File: src/rtl/rr_stream_arbiter_pkg.sv
// Shared state encodings and index-width helper for the stream arbiter family.
// No logic; compile-time definitions only.
package rr_stream_arbiter_pkg;

  typedef enum logic {
    ST_ARB  = 1'b0,
    ST_HOLD = 1'b1
  } state_t;

  function automatic int clog2_min1(input int n);
    return (n <= 1) ? 1 : $clog2(n);
  endfunction

endpackage

File: src/rtl/rr_pick.sv
// Rotating-priority encoder: first set request strictly after i_ptr, wrapping modulo WIDTH.
// Purely combinational; zero latency, no backpressure of its own.
module rr_pick
  import rr_stream_arbiter_pkg::*;
#(
  parameter int WIDTH = 8,
  localparam int IW   = clog2_min1(WIDTH)
) (
  input  logic [WIDTH-1:0] i_req,
  input  logic [IW-1:0]    i_ptr,
  output logic [WIDTH-1:0] o_grant,
  output logic [IW-1:0]    o_idx,
  output logic             o_vld
);

  logic [WIDTH-1:0] w_hi;

  always_comb begin
    w_hi = '0;
    for (int c = 0; c < WIDTH; c++) begin
      w_hi[c] = i_req[c] && (c > int'(i_ptr));
    end
  end

  // Lowest request above the pointer wins; otherwise wrap to the lowest request overall.
  always_comb begin
    o_idx   = '0;
    o_vld   = 1'b0;
    o_grant = '0;
    for (int c = WIDTH - 1; c >= 0; c--) begin
      if (i_req[c]) begin
        o_idx = IW'(c);
        o_vld = 1'b1;
      end
    end
    for (int c = WIDTH - 1; c >= 0; c--) begin
      if (w_hi[c]) begin
        o_idx = IW'(c);
      end
    end
    for (int c = 0; c < WIDTH; c++) begin
      o_grant[c] = o_vld && (o_idx == IW'(c));
    end
  end

endmodule

File: src/rtl/rr_stream_arbiter.sv
// N-channel round-robin merge of FWFT sources with bounded hold; grant is combinational,
// DATA_OUT/CH_ID/WRITE_OUT follow 1 cycle later; READY_OUT=0 suppresses all grants.
module rr_stream_arbiter
  import rr_stream_arbiter_pkg::*;
#(
  parameter int WIDTH      = 8,
  parameter int DATA_WIDTH = 32,
  parameter int MAX_HOLD   = 256,
  parameter int CNT_WIDTH  = 16,
  localparam int CIW       = clog2_min1(WIDTH),
  localparam int HCW       = clog2_min1(MAX_HOLD + 1)
) (
  input  logic                        CLK,
  input  logic                        RST_N,
  input  logic [WIDTH-1:0]            CH_ENABLE,
  input  logic [WIDTH-1:0]            WRITE_REQ,
  input  logic [WIDTH-1:0]            HOLD_REQ,
  input  logic [WIDTH*DATA_WIDTH-1:0] DATA_IN,
  output logic [WIDTH-1:0]            READ_GRANT,
  input  logic                        READY_OUT,
  output logic                        WRITE_OUT,
  output logic [DATA_WIDTH-1:0]       DATA_OUT,
  output logic [CIW-1:0]              CH_ID,
  output logic                        HOLD_TIMEOUT,
  input  logic                        CNT_CLEAR,
  output logic [WIDTH*CNT_WIDTH-1:0]  WORD_CNT
);

  state_t                r_state;
  logic [CIW-1:0]        r_ptr;
  logic [CIW-1:0]        r_hold_ch;
  logic [HCW-1:0]        r_hold_cnt;
  logic [WIDTH-1:0]      r_blocked;
  logic                  r_write;
  logic [DATA_WIDTH-1:0] r_data;
  logic [CIW-1:0]        r_ch_id;
  logic                  r_timeout;
  logic [CNT_WIDTH-1:0]  r_cnt [WIDTH];

  logic [WIDTH-1:0]      w_elig;
  logic [WIDTH-1:0]      w_hold_oh;
  logic [WIDTH-1:0]      w_req;
  logic [WIDTH-1:0]      w_grant;
  logic [CIW-1:0]        w_idx;
  logic                  w_vld;
  logic                  w_hold_keep;
  logic                  w_hold_last;
  logic                  w_enter;
  logic                  w_enter_last;
  logic [WIDTH-1:0]      w_blk_set;
  logic [DATA_WIDTH-1:0] w_data;

  assign w_elig = WRITE_REQ & CH_ENABLE;

  always_comb begin
    w_hold_oh = '0;
    for (int c = 0; c < WIDTH; c++) begin
      w_hold_oh[c] = (r_hold_ch == CIW'(c));
    end
  end

  // A release (HOLD_REQ or enable dropped) takes effect in the same cycle: normal arbitration resumes.
  assign w_hold_keep = (r_state == ST_HOLD) && (|(w_hold_oh & HOLD_REQ & CH_ENABLE));
  assign w_req = (!RST_N || !READY_OUT) ? '0
               : (w_hold_keep ? (w_elig & w_hold_oh) : w_elig);

  rr_pick #(
    .WIDTH (WIDTH)
  ) u_pick (
    .i_req   (w_req),
    .i_ptr   (r_ptr),
    .o_grant (w_grant),
    .o_idx   (w_idx),
    .o_vld   (w_vld)
  );

  assign READ_GRANT = w_grant;

  always_comb begin
    w_data = '0;
    for (int c = 0; c < WIDTH; c++) begin
      if (w_grant[c]) begin
        w_data = DATA_IN[c*DATA_WIDTH +: DATA_WIDTH];
      end
    end
  end

  assign w_hold_last  = w_hold_keep && w_vld && (r_hold_cnt >= HCW'(MAX_HOLD - 1));
  assign w_enter      = !w_hold_keep && w_vld && (|(w_grant & HOLD_REQ & ~r_blocked));
  assign w_enter_last = w_enter && (MAX_HOLD <= 1);
  assign w_blk_set    = w_hold_last ? w_hold_oh : (w_enter_last ? w_grant : '0);

  always_ff @(posedge CLK or negedge RST_N) begin
    if (!RST_N) begin
      r_state    <= ST_ARB;
      r_ptr      <= CIW'(WIDTH - 1);
      r_hold_ch  <= '0;
      r_hold_cnt <= '0;
      r_blocked  <= '0;
      r_write    <= 1'b0;
      r_data     <= '0;
      r_ch_id    <= '0;
      r_timeout  <= 1'b0;
    end else begin
      r_write   <= w_vld;
      r_timeout <= w_hold_last || w_enter_last;
      r_blocked <= (r_blocked | w_blk_set) & HOLD_REQ;
      if (w_vld) begin
        r_data  <= w_data;
        r_ch_id <= w_idx;
        r_ptr   <= w_idx;
      end
      if (w_hold_keep) begin
        if (w_hold_last) begin
          r_state    <= ST_ARB;
          r_hold_cnt <= '0;
        end else if (w_vld) begin
          r_hold_cnt <= r_hold_cnt + 1'b1;
        end
      end else if (w_enter && !w_enter_last) begin
        r_state    <= ST_HOLD;
        r_hold_ch  <= w_idx;
        r_hold_cnt <= HCW'(1);
      end else begin
        r_state    <= ST_ARB;
        r_hold_cnt <= '0;
      end
    end
  end

  for (genvar g = 0; g < WIDTH; g++) begin : g_cnt
    always_ff @(posedge CLK or negedge RST_N) begin
      if (!RST_N) begin
        r_cnt[g] <= '0;
      end else if (CNT_CLEAR) begin
        r_cnt[g] <= '0;
      end else if (w_grant[g] && (r_cnt[g] != '1)) begin
        r_cnt[g] <= r_cnt[g] + 1'b1;
      end
    end
    assign WORD_CNT[g*CNT_WIDTH +: CNT_WIDTH] = r_cnt[g];
  end

  assign WRITE_OUT    = r_write;
  assign DATA_OUT     = r_data;
  assign CH_ID        = r_ch_id;
  assign HOLD_TIMEOUT = r_timeout;

endmodule

File: config.mk
export PLATFORM = sky130hd
export DESIGN_NAME = rr_stream_arbiter
export DESIGN_NICKNAME = d
export VERILOG_FILES = /design/src/rtl/rr_stream_arbiter_pkg.sv /design/src/rtl/rr_pick.sv /design/src/rtl/rr_stream_arbiter.sv
export SDC_FILE = /design/constraint.sdc
export NUM_CORES = 1
export LEC_CHECK = 0
export ABC_CLOCK_PERIOD_IN_PS = 8100
export BUFFER_PORTS_ARGS = -buffer_cell sky130_fd_sc_hd__buf_2
export CAP_MARGIN = 20
export CORE_AREA = 2 2 178 180
export DETAILED_ROUTE_END_ITERATION = 6
export DIE_AREA = 0 0 180 182
export GPL_TIMING_DRIVEN = 0
export PLACE_DENSITY_LB_ADDON = 0.3
export RECOVER_POWER = 25
export SLEW_MARGIN = 20
export SYNTH_ARGS = -nofsm -noshare
export SYNTH_HDL_FRONTEND = slang
export SYNTH_SLANG_ARGS = --single-unit
export TNS_END_PERCENT = 10
File: constraint.sdc
create_clock -name CLK -period 8.1 [get_ports CLK]
set_input_delay 1.215 -clock CLK [delete_from_list [all_inputs] [get_ports CLK]]
set_output_delay 1.215 -clock CLK [all_outputs]
set_load 0.005 [all_outputs]
* Word-level counts from Yosys, hierarchy flattened
Cells that the tools add are included. W data, S select, Z words.
Storage, ports and cells: ROM bits 0, memory bits (writable) 0, register bits 189, memories 0, latch bits 0, input port bits 284
Operators by class: divide/modulo/power cells 0, $add $sub $neg 9, equal/unequal tests 24, $lt $le $gt $ge 8, bitwise logic cells 10, multiply operators 0, reductions and logical operators 45, shift-type cells 0, multiplexer cells 57
Operators by type and width (number):
- $mux W16 | 16
- $mux W32 | 8
- $add A16 B1 Y16 const B | 8
- $ne A16 B16 Y1 const B | 8
- $and A8 B8 Y8 | 7
- $mux W3 | 15
- $logic_and A1 B1 Y1 | 28
- $mux W9 | 3
- $eq A3 B3 Y1 const B | 8
- $mux W8 | 3
- $reduce_bool A2 Y1 | 8
- $reduce_or A8 Y1 | 2
- $eq A3 B2 Y1 const B | 4
- $gt A3 B3 Y1 const A | 4
- $mux W1 | 12
- $add A9 B1 Y9 const B | 1
- $ge A9 B8 Y1 const B | 1
- $not A8 Y8 | 1
- $or A8 B8 Y8 | 1
- $eq A3 B1 Y1 const B | 2
- $gt A2 B3 Y1 const A | 2
- $logic_not A3 Y1 | 2
- $gt A1 B3 Y1 const A | 1
- $logic_not A1 Y1 | 3
- 5 further kinds | 5

* Logic depth before layout (Yosys ltp)
Gate-level depths: netlist (run 1).
depth after elaboration 32, depth in mapped cells 17, depth with buffers taken out 13

* Modules after synthesis
From an unflattened synthesis (run 1), not the netlist that was laid out.
Unflattened totals: cells, all modules 1332, area, all modules 11443.5 um^2
Modules (own cells, without submodules):
- rr_stream_arbiter | seq. area each 4733.3 um^2, cells an instance 1266, times used 1, area each 10995.5 um^2
- rr_pick | seq. area each 0.0 um^2, cells an instance 66, times used 1, area each 447.9 um^2

* Least setup slack after synthesis (run 1)
OpenSTA, ideal clock, no wires.
path type input to output, start point in CH_ENABLE[3], end point out READ_GRANT[7], path slack 3.313 ns, arrival time 3.572 ns, path buffers 2, stages on the path 11, cells stage by stage nand2_1 o32ai_1 or3_1 o211ai_1 a2bb2oi_1 a2111oi_2 o21a_2 o211ai_2 inv_2 buf_2 buf_2
Between the ends: cells in the longest elaborated chain, start to end 22, elaborated cells on any way between the ends 39, those cells by class 1 x eq/ne; 25 x mux; 3 x bitwise; 10 x reduce/logical
RTL lines:
- start, declared | RTL line rr_stream_arbiter.sv:15 | input logic [WIDTH-1:0] CH_ENABLE,
- $and A8 B8 Y8 | RTL line rr_stream_arbiter.sv:63 | assign w_hold_keep = (r_state == ST_HOLD) && (|(w_hold_oh & HOLD_REQ & CH_ENABLE));
- $reduce_or A8 Y1 | RTL line rr_stream_arbiter.sv:63
- $logic_and A1 B1 Y1 | RTL line rr_stream_arbiter.sv:63
- $mux W8 (*) | RTL line rr_stream_arbiter.sv:65 | : (w_hold_keep ? (w_elig & w_hold_oh) : w_elig);
- $mux W8 (*) | RTL line rr_stream_arbiter.sv:64 | assign w_req = (!RST_N || !READY_OUT) ? '0
- $mux W3 (8 in a row) | RTL line rr_pick.sv:31 | if (i_req[c]) begin
- $mux W3 (7 in a row) | RTL line rr_pick.sv:37 | if (w_hi[c]) begin
- $eq A3 B3 Y1 | RTL line rr_pick.sv:42 | o_grant[c] = o_vld && (o_idx == IW'(c));
- $logic_and A1 B1 Y1 (*) | RTL line rr_pick.sv:42
- end, declared | RTL line rr_stream_arbiter.sv:19 | output logic [WIDTH-1:0] READ_GRANT,
Every way passes the cells marked *; elsewhere a longest branch is shown, timed or not.

* Worst setup path in the final report (run 1)
start point in RST_N, end point out READ_GRANT[6]
Between the ends: cells in the longest elaborated chain, start to end 20, elaborated cells on any way between the ends 35, those cells by class 1 x eq/ne; 24 x mux; 10 x reduce/logical
RTL lines:
- start, declared | RTL line rr_stream_arbiter.sv:14 | input logic RST_N,
- $logic_not A1 Y1 (no source line) (*)
- $logic_or A1 B1 Y1 (*) | RTL line rr_stream_arbiter.sv:64
- $mux W8 (*) | RTL line rr_stream_arbiter.sv:64
- $mux W3 (8 in a row) | RTL line rr_pick.sv:31
- $mux W3 (7 in a row) | RTL line rr_pick.sv:37
- $eq A3 B3 Y1 | RTL line rr_pick.sv:42
- $logic_and A1 B1 Y1 (*) | RTL line rr_pick.sv:42
Marked as above.

==> results of run 1 <==
==> cell type report <==
class	count	area, um2
diodes	2	5.00
plain buffers	67	317
clock buffers	18	439
clock inverters	14	125
fillers	3074	16300
inverters	18	68.8
multi-input cells	969	6150
flip-flops and latches	189	4730
well taps	402	503
repair buffers	457	2320
==> sequential cells by signal, indices dropped and copies added, names as in the netlist <==
name,count
HOLD_TIMEOUT,1
r_blocked,8
r_state,1
CH_ID,3
WRITE_OUT,1
DATA_OUT,32
r_hold_ch,3
r_ptr,3
r_hold_cnt,9
WORD_CNT,128
==> critical path: cells and delay by family <==
family | cells | cell delay, ps
simple gates | 4 | 1150
buf+inv | 7 | 2200
compound gates | 2 | 870
==> path summary, 6_finish.rpt <==
| kind | start | endpoint | slack [ps] | cells past startpoint |
|---|---|---|---|---|
| max in group asynchronous | RST_N | WORD_CNT[100] | 2470 | 2 |
| worst min-delay path | CH_ID[0] | CH_ID[0] | 480 | 2 |
| worst min register to register | CH_ID[0] | CH_ID[0] | 480 | 2 |
| min in group asynchronous | RST_N | WORD_CNT[38] | 630 | 1 |
| worst max register to register | r_hold_ch[0] | DATA_OUT[18] | 3370 | 14 |
| worst max-delay path | RST_N | READ_GRANT[6] | 1400 | 13 |
==> metal layers <==
metal	vias up	track usage, %	wire (um)
li1	5467	-	-
met1	5821	37.7	20000
met2	580	45.3	22400
met3	64	7.24	4170
met4	0	9.89	1170
met5	-	0	0
==> power by group <==
group / total (mW) / internal, mW / switching (mW)
Clock: 0.841 / 0.414 / 0.427
Sequential: 1.12 / 1.05 / 0.0733
Combinational: 0.924 / 0.358 / 0.566
Total: 2.89 / 1.82 / 1.07
==> cell usage in the layout, fill, tap and decap left out, types with 12 or more instances in the layout <==
cell type,synthesis,routed
a22oi_1,12,12
xor2_1,78,78
o21ai_0,31,31
xnor2_1,33,33
clkbuf_1,39,40
and4_1,13,13
a221o_1,23,23
nor3_1,26,26
dfrtp_1,186,186
a221oi_1,40,40
o21ai_1,18,18
o22ai_1,13,13
nand2_1,124,124
a21oi_1,34,34
clkbuf_16,0,17
nor2_1,206,206
and3_1,42,42
o211ai_1,17,17
nand3_1,65,65
buf_2,16,470
inv_1,14,14
nand4_1,20,20
mux2i_1,20,20
==> logic make-up (layout without fill, tap and decap cells) <==
logic type,after synthesis,count (layout),share of synthesized area [%]
other,0,2,0
muxes,22,22,2.04
adders and majority gates,10,10,1.11
AOI/OAI and AO/OA,264,264,18.3
buffers and inverters,85,574,3.42
DFF,189,189,42.0
xor gates and xnor gates,111,111,8.63
and+or+nand+nor,562,562,24.5
==> summary.md, run 1 <==
| Metric | Value |
|---|---|
| Dpl ws | `1460 ps` |
| Most common cell in the netlist | `nor2_1` |
| Synth area leader | `dfrtp_1` |
| Pleak | `~7.2 nW` |
| Max-cap violation count | `1` |
| First-pass GRT wire length | `between 70,000 and 80,000 um` |
| Placer Congestion | `0.945` |
| Worst VDD drop | `about 0.12 mV` |
| Ports | `roughly 460` |
| Largest net degree at the start of global routing | `89` |
| RSZ-0062 raised after global routing | `false` |
| Proportion of netlist area held by the largest area contributor | `41.3%` |
| Root Driver | `clkbuf_16` |
| CTS Buf Count | `17` |
| #FFs+latches synth | `roughly 190` |
| Die ar. | `32,800 um2` |
| DP Area | `around 14,000 um2` |
| PD cells | `between 150 and 200 nW/um2` |
| Post-synth EDFFs | `0` |
| Synth top area cells | `dfrtp_1 41%, nor2_1 6.9%, xor2_1 6.1%` |
| Hold buffer count at cts | `0` |
| Failing checks | `max-capacitance violations, max-slew violations` |
| Synth Flop Type | `dfrtp_1` |
| Initial Util | `between 30% and 40%` |
| Cell Count, Final, Fillers Out | `2,136` |
| Post-Syn Area per Cell | `9.06 um2` |
| Crit-path max cell delay | `~550 ps` |
| Yosys warnings | `0` |
| Fin worst setup slack | `around 1400 ps` |
| Post-layout util | `47.3%` |
| Initial antenna violation count | `3` |
| Post-DP HPWL | `between 30,000 and 40,000 um` |
| Post-route ant nets | `0` |
| Clk_lat worst skew | `roughly 460 ps` |
| TritonCTS clock tree | `built` |
| CP Class | `in2out` |
| Residual DRC count | `0` |
| Syn Std Cell Area | `around 11,000 um2` |
| Clk_skew | `14.7 ps` |
| Status | `complete, but fails checks` |
| Layout cells sized above 1 | `between 30% and 40%` |
| Sink Count | `189` |
| Vias in the first global route | `11,578` |
| Inst Count DP | `about 2,100` |
| Total GRT Usage | `about 28%` |
| H-tree Lvls | `4` |
| Post-CTS sizing | `0` |
| Design Power | `between 2 and 3 mW` |
| Crit path DAT | `5480 ps` |
| Worst EP required | `6880 ps` |
| Setup TNS | `0 ps` |
| Die W | `around 180 um` |
| WHS | `around 480 ps` |
| Vias per std cell | `5.59` |
| Clock buffer depth | `2` |
| CP endpoint kind | `output port` |
| Drt pass-1 iters | `5` |
| Post-layout minimum cycle time | `between 6000 and 7000 ps` |
| Crit-path cells | `buf_8 -> buf_16 -> and2_1 -> clkbuf_1 -> nand3_1 -> o32ai_1 -> nand4b_1 -> o21a_2 -> nand4_1 -> buf_2 -> inv_2 -> clkbuf_1 -> buf_2` |
| WL/cell | `about 22 um` |
| Aggregate routed wire length | `between 40,000 and 50,000 um` |
| Clock-pin slew on the worst setup and hold paths | `80 ps` |
| NumNets Final | `between 2,000 and 2,500` |
| Max Fclk | `149 MHz` |
| Setup Buffers After CTS | `0` |
| 1st-iter DRT viols | `1,056` |
| Die H | `around 180 um` |
| Syn Nets | `1,537` |
| Synth Instances | `~1,200` |
| Rows | `65` |
| Remaining global-route overflow | `0` |
| Final setup violation count | `0` |
| Finished Cell Area | `approximately 15,000 um2` |
| Via Count | `approximately 12,000` |
| Distinct cell type count after synthesis | `84` |
| Hold crit path type | `reg2reg` |
| CP Launch Type | `input pin` |
| CP max stage cell | `o32ai_1` |
| Port buffer count | `455` |
| Max-slew violations | `just under 90` |
| Async set-reset flop share out of synthesis | `100%` |
| Area Overhead vs Synth | `30.1%` |
| Final period utilization | `roughly 83%` |
| Critical path peak fanout | `66` |
| Synth top cells by count | `206 x nor2_1, 186 x dfrtp_1, 124 x nand2_1` |
| Sequential area share after synthesis | `a little over two fifths` |
| Total core area | `roughly 31,000 um2` |
| Final Hold Vio Count | `0` |
| Relative slew margins | `-226%` |
| Worst Max-Slew Pin Slew | `4890 ps` |
No activity file was read; power rests on OpenSTA's default activity.
==> run 2, diff against run 1 <==
Settings changed: ABC_CLOCK_PERIOD_IN_PS 8100 to 6770, CORE_AREA 2 2 178 180 to 2 2 179 181, DIE_AREA 0 0 180 182 to 0 0 181 183.
Clock period 8.1 ns to 6.77 ns, I/O delays scaled along.
==> summary.md, run 2 (same netlist as run 1, synthesis figures left out) <==
| Metric | Value |
|---|---|
| Cell Count, Final, Fillers Out | `2,136 (unchanged)` |
| Hold crit path type | `in2async` |
| Layout cells sized above 1 | `32.5% (-0.17 points)` |
| Initial Util | `36.1% (-0.28 points)` |
| Routing usage on met3 | `8.86% (+1.6 points)` |
| Clk_skew | `13.8 ps (-0.851 ps)` |
| WL/cell | `22.7 um (+1.6%)` |
| Pleak | `7.17 nW (+0.14%)` |
| Clock buffer depth | `2 (unchanged)` |
| Met1 usage | `35.5% (-2.3 points)` |
| Commonest cells after routing, fill and taps aside | `470 x buf_2, 206 x nor2_1, 186 x dfrtp_1` |
| Storage cell area | `4730 um2 (unchanged)` |
| Final setup violation count | `0 (unchanged)` |
| Vias in the first global route | `11,789 (+1.8%)` |
| Critical path peak fanout | `10 (-85%)` |
| Clk_lat worst skew | `450 ps (about the same)` |
| NumNets Final | `2,013 (unchanged)` |
| Gr busiest metal | `met2` |
| Post-CTS sizing | `0 (unchanged)` |
| Largest net degree at the start of global routing | `96 (+7.9%)` |
| Clock-pin slew on the worst setup and hold paths | `80 ps (about the same)` |
| Max Fclk | `163 MHz` |
| Fill cell count | `3,140 (+2.1%)` |
| Vias per std cell | `5.59 (about the same)` |
| Largest register FFs | `128 (unchanged)` |
| Relative slew margins | `-198% (+28 points)` |
| Post-route ant nets | `0 (unchanged)` |
| Aggregate routed wire length | `48,500 um (+1.6%)` |
| RSZ-0062 raised after global routing | `false` |
| Flop-to-flop setup slack | `1830 ps (-1540 ps)` |
| PD cells | `239 nW/um2 (+21%)` |
| Setup Buffers After CTS | `0 (unchanged)` |
| Rows | `65 (unchanged)` |
| Most common cell after layout, fill and taps aside | `buf_2` |
| Via Count | `11,935 (+0.025%)` |
| Post-layout minimum cycle time | `6120 ps` |
| CTS Buf Count | `17 (unchanged)` |
| Placer Congestion | `0.923 (-2.3%)` |
| Worst EP required | `5750 ps (-1130 ps)` |
| Max-slew violations | `160 (+80%)` |
| Root Driver | `clkbuf_16` |
| Initial antenna violation count | `2 (-1)` |
| Die ar. | `33,100 um2 (+1.1%)` |
| 1st-iter DRT viols | `1,024 (-3.0%)` |
| First-pass GRT wire length | `71,900 um (+1.8%)` |
| H-tree Lvls | `4 (unchanged)` |
| Area Overhead vs Synth | `30.2% (about the same)` |
| Worst R2R Path Depth | `12 (-2)` |
| Drt pass-1 iters | `7 (+2)` |
| TritonCTS clock tree | `built` |
| Ports | `457 (unchanged)` |
| Post-layout util | `47.0% (-0.33 points)` |
| CP Class | `in2out` |
| Remaining global-route overflow | `0 (unchanged)` |
| Total GRT Usage | `28.9% (+0.37 points)` |
| Area of the multi-input gates | `6150 um2 (unchanged)` |
| Final period utilization | `90.5%` |
| CP endpoint kind | `output port` |
| Die H | `183 um (+0.55%)` |
| Post-DP HPWL | `37,100 um (+1.6%)` |
| Final Hold Vio Count | `0 (unchanged)` |
| Hold buffer count at cts | `0 (unchanged)` |
| CP Launch Type | `input pin` |
| Worst Max-Slew Pin Slew | `4470 ps (-419 ps)` |
| Port buffer count | `455 (unchanged)` |
| Sink Count | `189 (unchanged)` |
| Failing checks | `max-capacitance violations, max-slew violations` |
| Die W | `181 um (+0.56%)` |
| Crit path DAT | `5110 ps (-370 ps)` |
| Total core area | `31,200 um2 (+0.79%)` |
| Worst VDD drop | `0.164 mV (+37%)` |
| Status | `complete, but fails checks` |
| GRT met2 Usage | `48.3% (+3.0 points)` |
| Inst Count DP | `2,102 (unchanged)` |
| Max-cap violation count | `2 (+1)` |
| Residual DRC count | `0 (unchanged)` |
## run 2: cell types whose count changed in the layout (fill, tap and decap cells not counted), moves of 2 or more
| cell | change |
|---|---|
| clkinvlp_4 | -3 |
| clkinv_8 | +2 |
| clkbuf_1 | +2 |
| inv_6 | -2 |
| clkinv_4 | +2 |
## run 2: final timing paths
path | startpoint | end
min reg2reg | CH_ID[2] | CH_ID[2]
max reg2reg | r_hold_ch[1] | DATA_OUT[0]
min | RST_N | HOLD_TIMEOUT
min in group CLK | CH_ID[2] | CH_ID[2]
max in group asynchronous | RST_N | WORD_CNT[126]
max | CH_ENABLE[0] | READ_GRANT[6]
## run 2: cell type report
type | count | share of cell area (%)
diodes | 2 | 0.0341
plain buffers | 67 | 2.16
clock buffers | 20 | 3.04
clock inverters | 12 | 1.01
inverters | 18 | 0.469
multi-input cells | 969 | 41.9
flip-flops and latches | 189 | 32.3
well taps | 402 | 3.43
repair buffers | 457 | 15.7
## run 2: per-stage QoR
stage	setup slack (ps)	TNS, ps	instance area (um2)	power (mW)	hold slack [ps]
finish	646	0	14700	3.50	412
global route	386	0	14700	3.67	415
CTS	664	0	14700	3.52	425
detailed placement	756	0	14100	2.47	461
global placement	-2660	-252190	14000	2.45	456
floorplan	2380	0	11300	1.94	455
## run 2: critical path: stages
cell      delay (ps)
buf_2            120
nand2_1           60
nor4_1           600
nor3_4           130
a21oi_2          330
o22ai_2          220
a22oi_1          450
o21a_2           370
nand4_1          340
buf_2            360
inv_2            200
clkbuf_1         650
buf_2            240
## run 2: where the power goes
group,switching [mW],internal (mW)
registers,0.0875,1.25
clock network,0.506,0.537
logic,0.693,0.427
total,1.29,2.22
## run 2: layer usage
layer  vias to the layer above  share of wire (%)  wire [um]
li1                       5468                  -          -
met1                      5789                 40      19500
met2                       583                 47      23000
met5                         -                  0          0
met4                         0                3.1       1490
met3                        95                9.3       4520
